## src/rtl/sulba_pkg.sv

```systemverilog
// sulba_pkg: shared widths, state encoding and geometry typedefs for the Sulba vertex path
package sulba_pkg;
    localparam int FIXED_POINT = 8;
    localparam int DEF_COORD_WIDTH = 16;

    function automatic int area_width(input int cw);
        return 2 * cw + 4;
    endfunction

    localparam int AREA_WIDTH = area_width(DEF_COORD_WIDTH);

    typedef enum logic [1:0] {COLLECT, CLOSE, RESULT} state_e;
    typedef logic [DEF_COORD_WIDTH-1:0] coord_t;
    typedef logic signed [AREA_WIDTH-1:0] area_t;
endpackage

```

## src/rtl/sulba_cross_term.sv

```systemverilog
// sulba_cross_term: signed shoelace term a.x*b.y - b.x*a.y on zero-extended unsigned coordinates
module sulba_cross_term #(
    parameter int COORD_WIDTH = 16,
    parameter int AREA_WIDTH = 36
) (
    input  logic [COORD_WIDTH-1:0]       ax,
    input  logic [COORD_WIDTH-1:0]       ay,
    input  logic [COORD_WIDTH-1:0]       bx,
    input  logic [COORD_WIDTH-1:0]       by,
    output logic signed [AREA_WIDTH-1:0] term
);
    logic [AREA_WIDTH-1:0] p, q;

    assign p = AREA_WIDTH'(ax) * AREA_WIDTH'(by);
    assign q = AREA_WIDTH'(bx) * AREA_WIDTH'(ay);
    assign term = signed'(p - q);
endmodule

```

## src/rtl/sulba_vertex_collector.sv

```systemverilog
// sulba_vertex_collector: accumulates a polygon outline into twice-area, orientation, bbox and vertex count
module sulba_vertex_collector import sulba_pkg::*; #(
    parameter int COORD_WIDTH = DEF_COORD_WIDTH,
    parameter int MAX_VERTS = 8,
    parameter int CNT_WIDTH = 4
) (
    input  logic                                clk,
    input  logic                                rst_n,
    input  logic                                in_valid,
    input  logic [COORD_WIDTH-1:0]              in_x,
    input  logic [COORD_WIDTH-1:0]              in_y,
    input  logic                                in_last,
    output logic                                in_ready,
    output logic                                out_valid,
    input  logic                                out_ready,
    output logic [2*COORD_WIDTH+3:0]            out_area2,
    output logic                                out_cw,
    output logic [COORD_WIDTH-1:0]              out_min_x,
    output logic [COORD_WIDTH-1:0]              out_max_x,
    output logic [COORD_WIDTH-1:0]              out_min_y,
    output logic [COORD_WIDTH-1:0]              out_max_y,
    output logic [CNT_WIDTH-1:0]                out_count,
    output logic                                out_overflow,
    output logic                                busy
);
    localparam int AW = area_width(COORD_WIDTH);
    localparam logic [CNT_WIDTH-1:0] MAXC = CNT_WIDTH'(MAX_VERTS);

    state_e                  state_q, state_d;
    logic [CNT_WIDTH-1:0]    count_q, count_d, ocnt_q, ocnt_d;
    logic signed [AW-1:0]    acc_q, acc_d, term;
    logic [COORD_WIDTH-1:0]  v0x_q, v0x_d, v0y_q, v0y_d, px_q, px_d, py_q, py_d;
    logic [COORD_WIDTH-1:0]  minx_q, minx_d, maxx_q, maxx_d, miny_q, miny_d, maxy_q, maxy_d;
    logic [COORD_WIDTH-1:0]  ominx_q, ominx_d, omaxx_q, omaxx_d, ominy_q, ominy_d, omaxy_q, omaxy_d;
    logic [AW-1:0]           area_q, area_d;
    logic                    ovf_q, ovf_d, oovf_q, oovf_d, cw_q, cw_d;
    logic                    in_ready_q, in_ready_d, out_valid_q, out_valid_d;
    logic [COORD_WIDTH-1:0]  bx, by;

    // The single cross-term unit pairs prev with the incoming vertex, or with v0 to close the outline.
    assign bx = (state_q == CLOSE) ? v0x_q : in_x;
    assign by = (state_q == CLOSE) ? v0y_q : in_y;

    sulba_cross_term #(.COORD_WIDTH(COORD_WIDTH), .AREA_WIDTH(AW)) u_cross (
        .ax(px_q), .ay(py_q), .bx(bx), .by(by), .term(term)
    );

    always_comb begin
        state_d = state_q;
        count_d = count_q;
        acc_d = acc_q;
        v0x_d = v0x_q;
        v0y_d = v0y_q;
        px_d = px_q;
        py_d = py_q;
        minx_d = minx_q;
        maxx_d = maxx_q;
        miny_d = miny_q;
        maxy_d = maxy_q;
        ovf_d = ovf_q;
        area_d = area_q;
        cw_d = cw_q;
        ominx_d = ominx_q;
        omaxx_d = omaxx_q;
        ominy_d = ominy_q;
        omaxy_d = omaxy_q;
        ocnt_d = ocnt_q;
        oovf_d = oovf_q;
        out_valid_d = out_valid_q;
        in_ready_d = 1'b0;
        case (state_q)
            COLLECT: begin
                in_ready_d = 1'b1;
                if (in_valid && in_ready_q) begin
                    if (count_q == '0) begin
                        v0x_d = in_x;
                        v0y_d = in_y;
                        px_d = in_x;
                        py_d = in_y;
                        minx_d = in_x;
                        maxx_d = in_x;
                        miny_d = in_y;
                        maxy_d = in_y;
                        count_d = CNT_WIDTH'(1);
                        acc_d = '0;
                    end else if (count_q < MAXC) begin
                        acc_d = acc_q + term;
                        minx_d = (in_x < minx_q) ? in_x : minx_q;
                        maxx_d = (in_x > maxx_q) ? in_x : maxx_q;
                        miny_d = (in_y < miny_q) ? in_y : miny_q;
                        maxy_d = (in_y > maxy_q) ? in_y : maxy_q;
                        px_d = in_x;
                        py_d = in_y;
                        count_d = count_q + 1'b1;
                    end else begin
                        ovf_d = 1'b1;
                    end
                    if (in_last) begin
                        state_d = CLOSE;
                        in_ready_d = 1'b0;
                    end
                end
            end
            CLOSE: begin
                acc_d = acc_q + term;
                state_d = RESULT;
            end
            RESULT: begin
                // First RESULT cycle publishes the record; later cycles wait for the handshake.
                if (!out_valid_q) begin
                    area_d = acc_q[AW-1] ? AW'(-acc_q) : AW'(acc_q);
                    cw_d = acc_q[AW-1];
                    ominx_d = minx_q;
                    omaxx_d = maxx_q;
                    ominy_d = miny_q;
                    omaxy_d = maxy_q;
                    ocnt_d = count_q;
                    oovf_d = ovf_q;
                    out_valid_d = 1'b1;
                end else if (out_ready) begin
                    out_valid_d = 1'b0;
                    count_d = '0;
                    acc_d = '0;
                    v0x_d = '0;
                    v0y_d = '0;
                    px_d = '0;
                    py_d = '0;
                    minx_d = '0;
                    maxx_d = '0;
                    miny_d = '0;
                    maxy_d = '0;
                    ovf_d = 1'b0;
                    state_d = COLLECT;
                    in_ready_d = 1'b1;
                end
            end
            default: state_d = COLLECT;
        endcase
    end

    always_ff @(posedge clk or negedge rst_n) begin
        if (!rst_n) begin
            state_q <= COLLECT;
            count_q <= '0;
            acc_q <= '0;
            v0x_q <= '0;
            v0y_q <= '0;
            px_q <= '0;
            py_q <= '0;
            minx_q <= '0;
            maxx_q <= '0;
            miny_q <= '0;
            maxy_q <= '0;
            ovf_q <= 1'b0;
            area_q <= '0;
            cw_q <= 1'b0;
            ominx_q <= '0;
            omaxx_q <= '0;
            ominy_q <= '0;
            omaxy_q <= '0;
            ocnt_q <= '0;
            oovf_q <= 1'b0;
            out_valid_q <= 1'b0;
            in_ready_q <= 1'b0;
        end else begin
            state_q <= state_d;
            count_q <= count_d;
            acc_q <= acc_d;
            v0x_q <= v0x_d;
            v0y_q <= v0y_d;
            px_q <= px_d;
            py_q <= py_d;
            minx_q <= minx_d;
            maxx_q <= maxx_d;
            miny_q <= miny_d;
            maxy_q <= maxy_d;
            ovf_q <= ovf_d;
            area_q <= area_d;
            cw_q <= cw_d;
            ominx_q <= ominx_d;
            omaxx_q <= omaxx_d;
            ominy_q <= ominy_d;
            omaxy_q <= omaxy_d;
            ocnt_q <= ocnt_d;
            oovf_q <= oovf_d;
            out_valid_q <= out_valid_d;
            in_ready_q <= in_ready_d;
        end
    end

    assign in_ready = in_ready_q;
    assign out_valid = out_valid_q;
    assign out_area2 = area_q;
    assign out_cw = cw_q;
    assign out_min_x = ominx_q;
    assign out_max_x = omaxx_q;
    assign out_min_y = ominy_q;
    assign out_max_y = omaxy_q;
    assign out_count = ocnt_q;
    assign out_overflow = oovf_q;
    assign busy = (count_q != '0) || (state_q != COLLECT);
endmodule

```

## config.mk

```make
export PLATFORM = sky130hd
export DESIGN_NAME = sulba_vertex_collector
export DESIGN_NICKNAME = d
export VERILOG_FILES = /design/src/rtl/sulba_pkg.sv /design/src/rtl/sulba_cross_term.sv /design/src/rtl/sulba_vertex_collector.sv
export SDC_FILE = /design/constraint.sdc
export NUM_CORES = 2
export LEC_CHECK = 0
export ABC_CLOCK_PERIOD_IN_PS = 10600
export CAP_MARGIN = 25
export CORE_ASPECT_RATIO = 0.6
export CORE_MARGIN = 3
export CORE_UTILIZATION = 30
export DETAILED_ROUTE_END_ITERATION = 7
export PLACE_DENSITY = 0.52
export RECOVER_POWER = 100
export SKIP_LAST_GASP = 1
export SLEW_MARGIN = 20
export SYNTH_ARGS = -nofsm -noshare
export SYNTH_HDL_FRONTEND = slang
export SYNTH_SLANG_ARGS = --single-unit
```

## constraint.sdc

```tcl
create_clock -name clk -period 10.6 [get_ports clk]
set_input_delay 2.12 -clock clk [delete_from_list [all_inputs] [get_ports clk]]
set_output_delay 2.12 -clock clk [all_outputs]
set_load 0.01 [all_outputs]
```

==> qor.csv <==
stage;metric;value;unit
clock_network;CTS tree;built;
timing;final setup skew;72.1;ps
route;Final ANT Viol Nets;0;
timing;final hold violations;0;
final_layout;share of layout cells above drive strength 1;0.146;
setup_path;critical path peak fanout;3;
floorplanning;Rows;92;
route;drc violations;0;
synthesis;register area share after synthesis;0.216;
final_layout;most common cell after layout, fill and taps aside;inv_1;
floorplanning;I/O Pins;146;
synthesis;FFs w/ async S/R, synth;1.00;
timing;Slew Viols, Final;485;
final_layout;FILL cells;10776;
synthesis;largest cells by area after synthesis;fa_1 28%, dfrtp_1 22%, ha_1 12%;
synthesis;Gate Count Post-Synth;3434;
setup_path;crit path capture type;flop;
clock_network;root buf cell;clkbuf_16;
setup_path;Crit-path slowest cell;fa_2;
hold_path;worst hold path depth;2;
timing;Final Critical Period;10390;ps
timing;PnR worst setup slack;208;ps
timing;Tightest Pin Transition;4230;ps
final_layout;Reg area;0.00698;mm²
setup_path;Worst EP arrival;10850;ps
final_layout;Area Growth Syn to Fin;21.9;%
final_layout;most frequent cells in the layout;629 x inv_1, 506 x nand2_1, 433 x fa_1;
timing;Min Hold Slack;472;ps
clock_network;clock insertion delay at the later pin of the skew report;640;ps
synthesis;Post-Syn Nets;4229;
timing;crit share post-route;0.980;
status;status;finished, violations left;
synthesis;Most used DFF post-synth;dfrtp_1;
route;first-pass iteration count of the detailed router;7;
synthesis;synthesized flop and latch total;279;
setup_path;R2R cell count;38;
global_routing;GRT Total Usage;0.174;
placed_design;hpwl dp;78.2;mm
clock_network;Longest Clk Path Bufs;3;
clock_network;clk slew on worst S/H paths;60;ps
placed_design;DP Worst Slack;-1020;ps
final_layout;multi-input logic area;0.0231;mm²
synthesis;leading area contributor after synthesis;fa_1;
setup_path;Worst path max stage delay;600;ps
floorplanning;Core ar.;0.106;mm²
clock_network;TritonCTS buffer count;28;
global_routing;initial antenna violation count;5;
clock_network;Post-CTS Hold Fix Bufs;0;
hold_path;Hold Path Class;flop to flop;
clock_network;H-tree Lvls;1;
timing;final setup vio count;0;
status;violated checks;max-capacitance violations, max-slew violations;
global_routing;pin count of the biggest net entering global routing;151;
route;Initial DRC Count;1709;
global_routing;grt ovf;0;
synthesis;Cell variety after synth;82;
route;vias per inst;4.61;
synthesis;Yosys warning count;0;
route;Vias;24201;
synthesis;Synth top area share;0.281;
clock_network;clock sink total;279;
synthesis;Post-synth EDFFs;0;
route;final wirelength;98.2;mm
global_routing;vias in the first global route;24745;
synthesis;Syn Std Cell Area;0.0323;mm²
placed_design;Port-buffer cells;145;
setup_path;startpoint types;input pin;
timing;Max Freq;96.2;MHz
timing;worst rel slew slack;-1.82;
setup_path;CP required;11050;ps
route;detailed-route wire length per cell;18.7;µm
floorplanning;Die Y-Extent;260;µm
run;Max Cap Violations;7;
synthesis;Post-Synthesis Mean Instance Area;9.41;µm²
final_layout;nets;4608;
placed_design;GPL Wtd Cong;0.893;
floorplanning;DIE AREA;0.112;mm²
timing;RSZ-0062 raised after global routing;yes;
global_routing;global-route wire length before repair;151;mm
setup_path;CP Class;input pin to flop;
floorplanning;Die W;430;µm
floorplanning;initial core utilization;0.305;
==> cell usage after synthesis (4+ instances only) <==
cell type and n:
a21o_1 59, xor2_1 57, nand2b_1 49, o21bai_1 12
or2_2 4, o21ai_0 239, nand2_1 510, o21a_1 21
nand4_1 17, and2_1 200, a22o_1 4, nand3_1 25
and3_1 4, a211o_1 4, buf_2 4, a21oi_1 60
o21ai_1 9, fa_1 453, mux2i_1 64, nor3_1 11
inv_1 632, xnor2_1 37, nor2_1 37, clkbuf_1 116
dfrtp_1 279, ha_1 305, mux2_2 39, a31oi_1 6
o31ai_1 9, a21boi_0 4, or3_1 12, nor2b_1 57
nand3b_1 5, a211oi_1 7, buf_1 5
==> cell families after synthesis <==
family          after synthesis  share of synthesized area
compound gates              479                     0.0917
buf+inv                     765                     0.0904
mux                         103                     0.0334
fa+ha+maj                   758                      0.399
xor+xnor                     94                     0.0255
flops                       279                      0.216
simple gates                956                      0.144
==> per-stage QoR <==
stage          TNS, ps  instance area [µm²]  instances  utilization
6_report             0                39400       5247        0.372
5_1_grt          -91.8                39400       5244        0.372
4_1_cts          -4.31                38600       5213        0.365
3_5_place_dp    -13820                37300       5149        0.352
3_3_place_gp    -12890                37300       5148        0.352
2_1_floorplan        0                32300       3434            -
==> layout make-up <==
type	count	area share
multi-input combinational	2396	0.586
inverter	632	0.0602
timing repair buffer	476	0.106
tap	1410	0.0448
clock inverter	18	0.00613
antenna	3	0.000191
sequential	279	0.177
clock buffer	33	0.0193
==> layer usage <==
| metal | track usage | part of all wire | wire length (µm) | up-vias |
|---|---|---|---|---|
| met5 | 0 | 0 | 0 | - |
| met4 | 0.0266 | 0.014 | 1400 | 0 |
| met3 | 0.0522 | 0.087 | 8510 | 63 |
| met2 | 0.226 | 0.37 | 36300 | 584 |
| met1 | 0.280 | 0.53 | 52000 | 12057 |
| li1 | - | - | - | 11497 |
==> timing repair <==
item,4_1_cts,5_1_grt
gates cloned,4,4
pin swaps,11,83
resized for setup,69,150
setup endpoints to repair,15,13
setup buffers,9,28
==> critical path, delay by kind of cell <==
kind | cells | cell delay (ps)
buffers and inverters | 4 | 800
xor gates and xnor gates | 1 | 120
adders and majority gates | 10 | 4680
AOI/OAI and AO/OA | 11 | 1630
and+or+nand+nor | 10 | 1440
==> final timing paths <==
path,start,slack (ps),end
max,in_x[0],210,acc_q[34]
min,out_area2[15],470,out_area2[15]
max reg2reg,state_q[1],520,acc_q[34]
min reg2reg,out_area2[15],470,out_area2[15]
max in group asynchronous,rst_n,3000,out_max_x[7]
min in group asynchronous,rst_n,3020,acc_q[4]
Power is not shown: default switching activity piles up to over one toggle a cycle in this logic, so the estimate is an artifact.
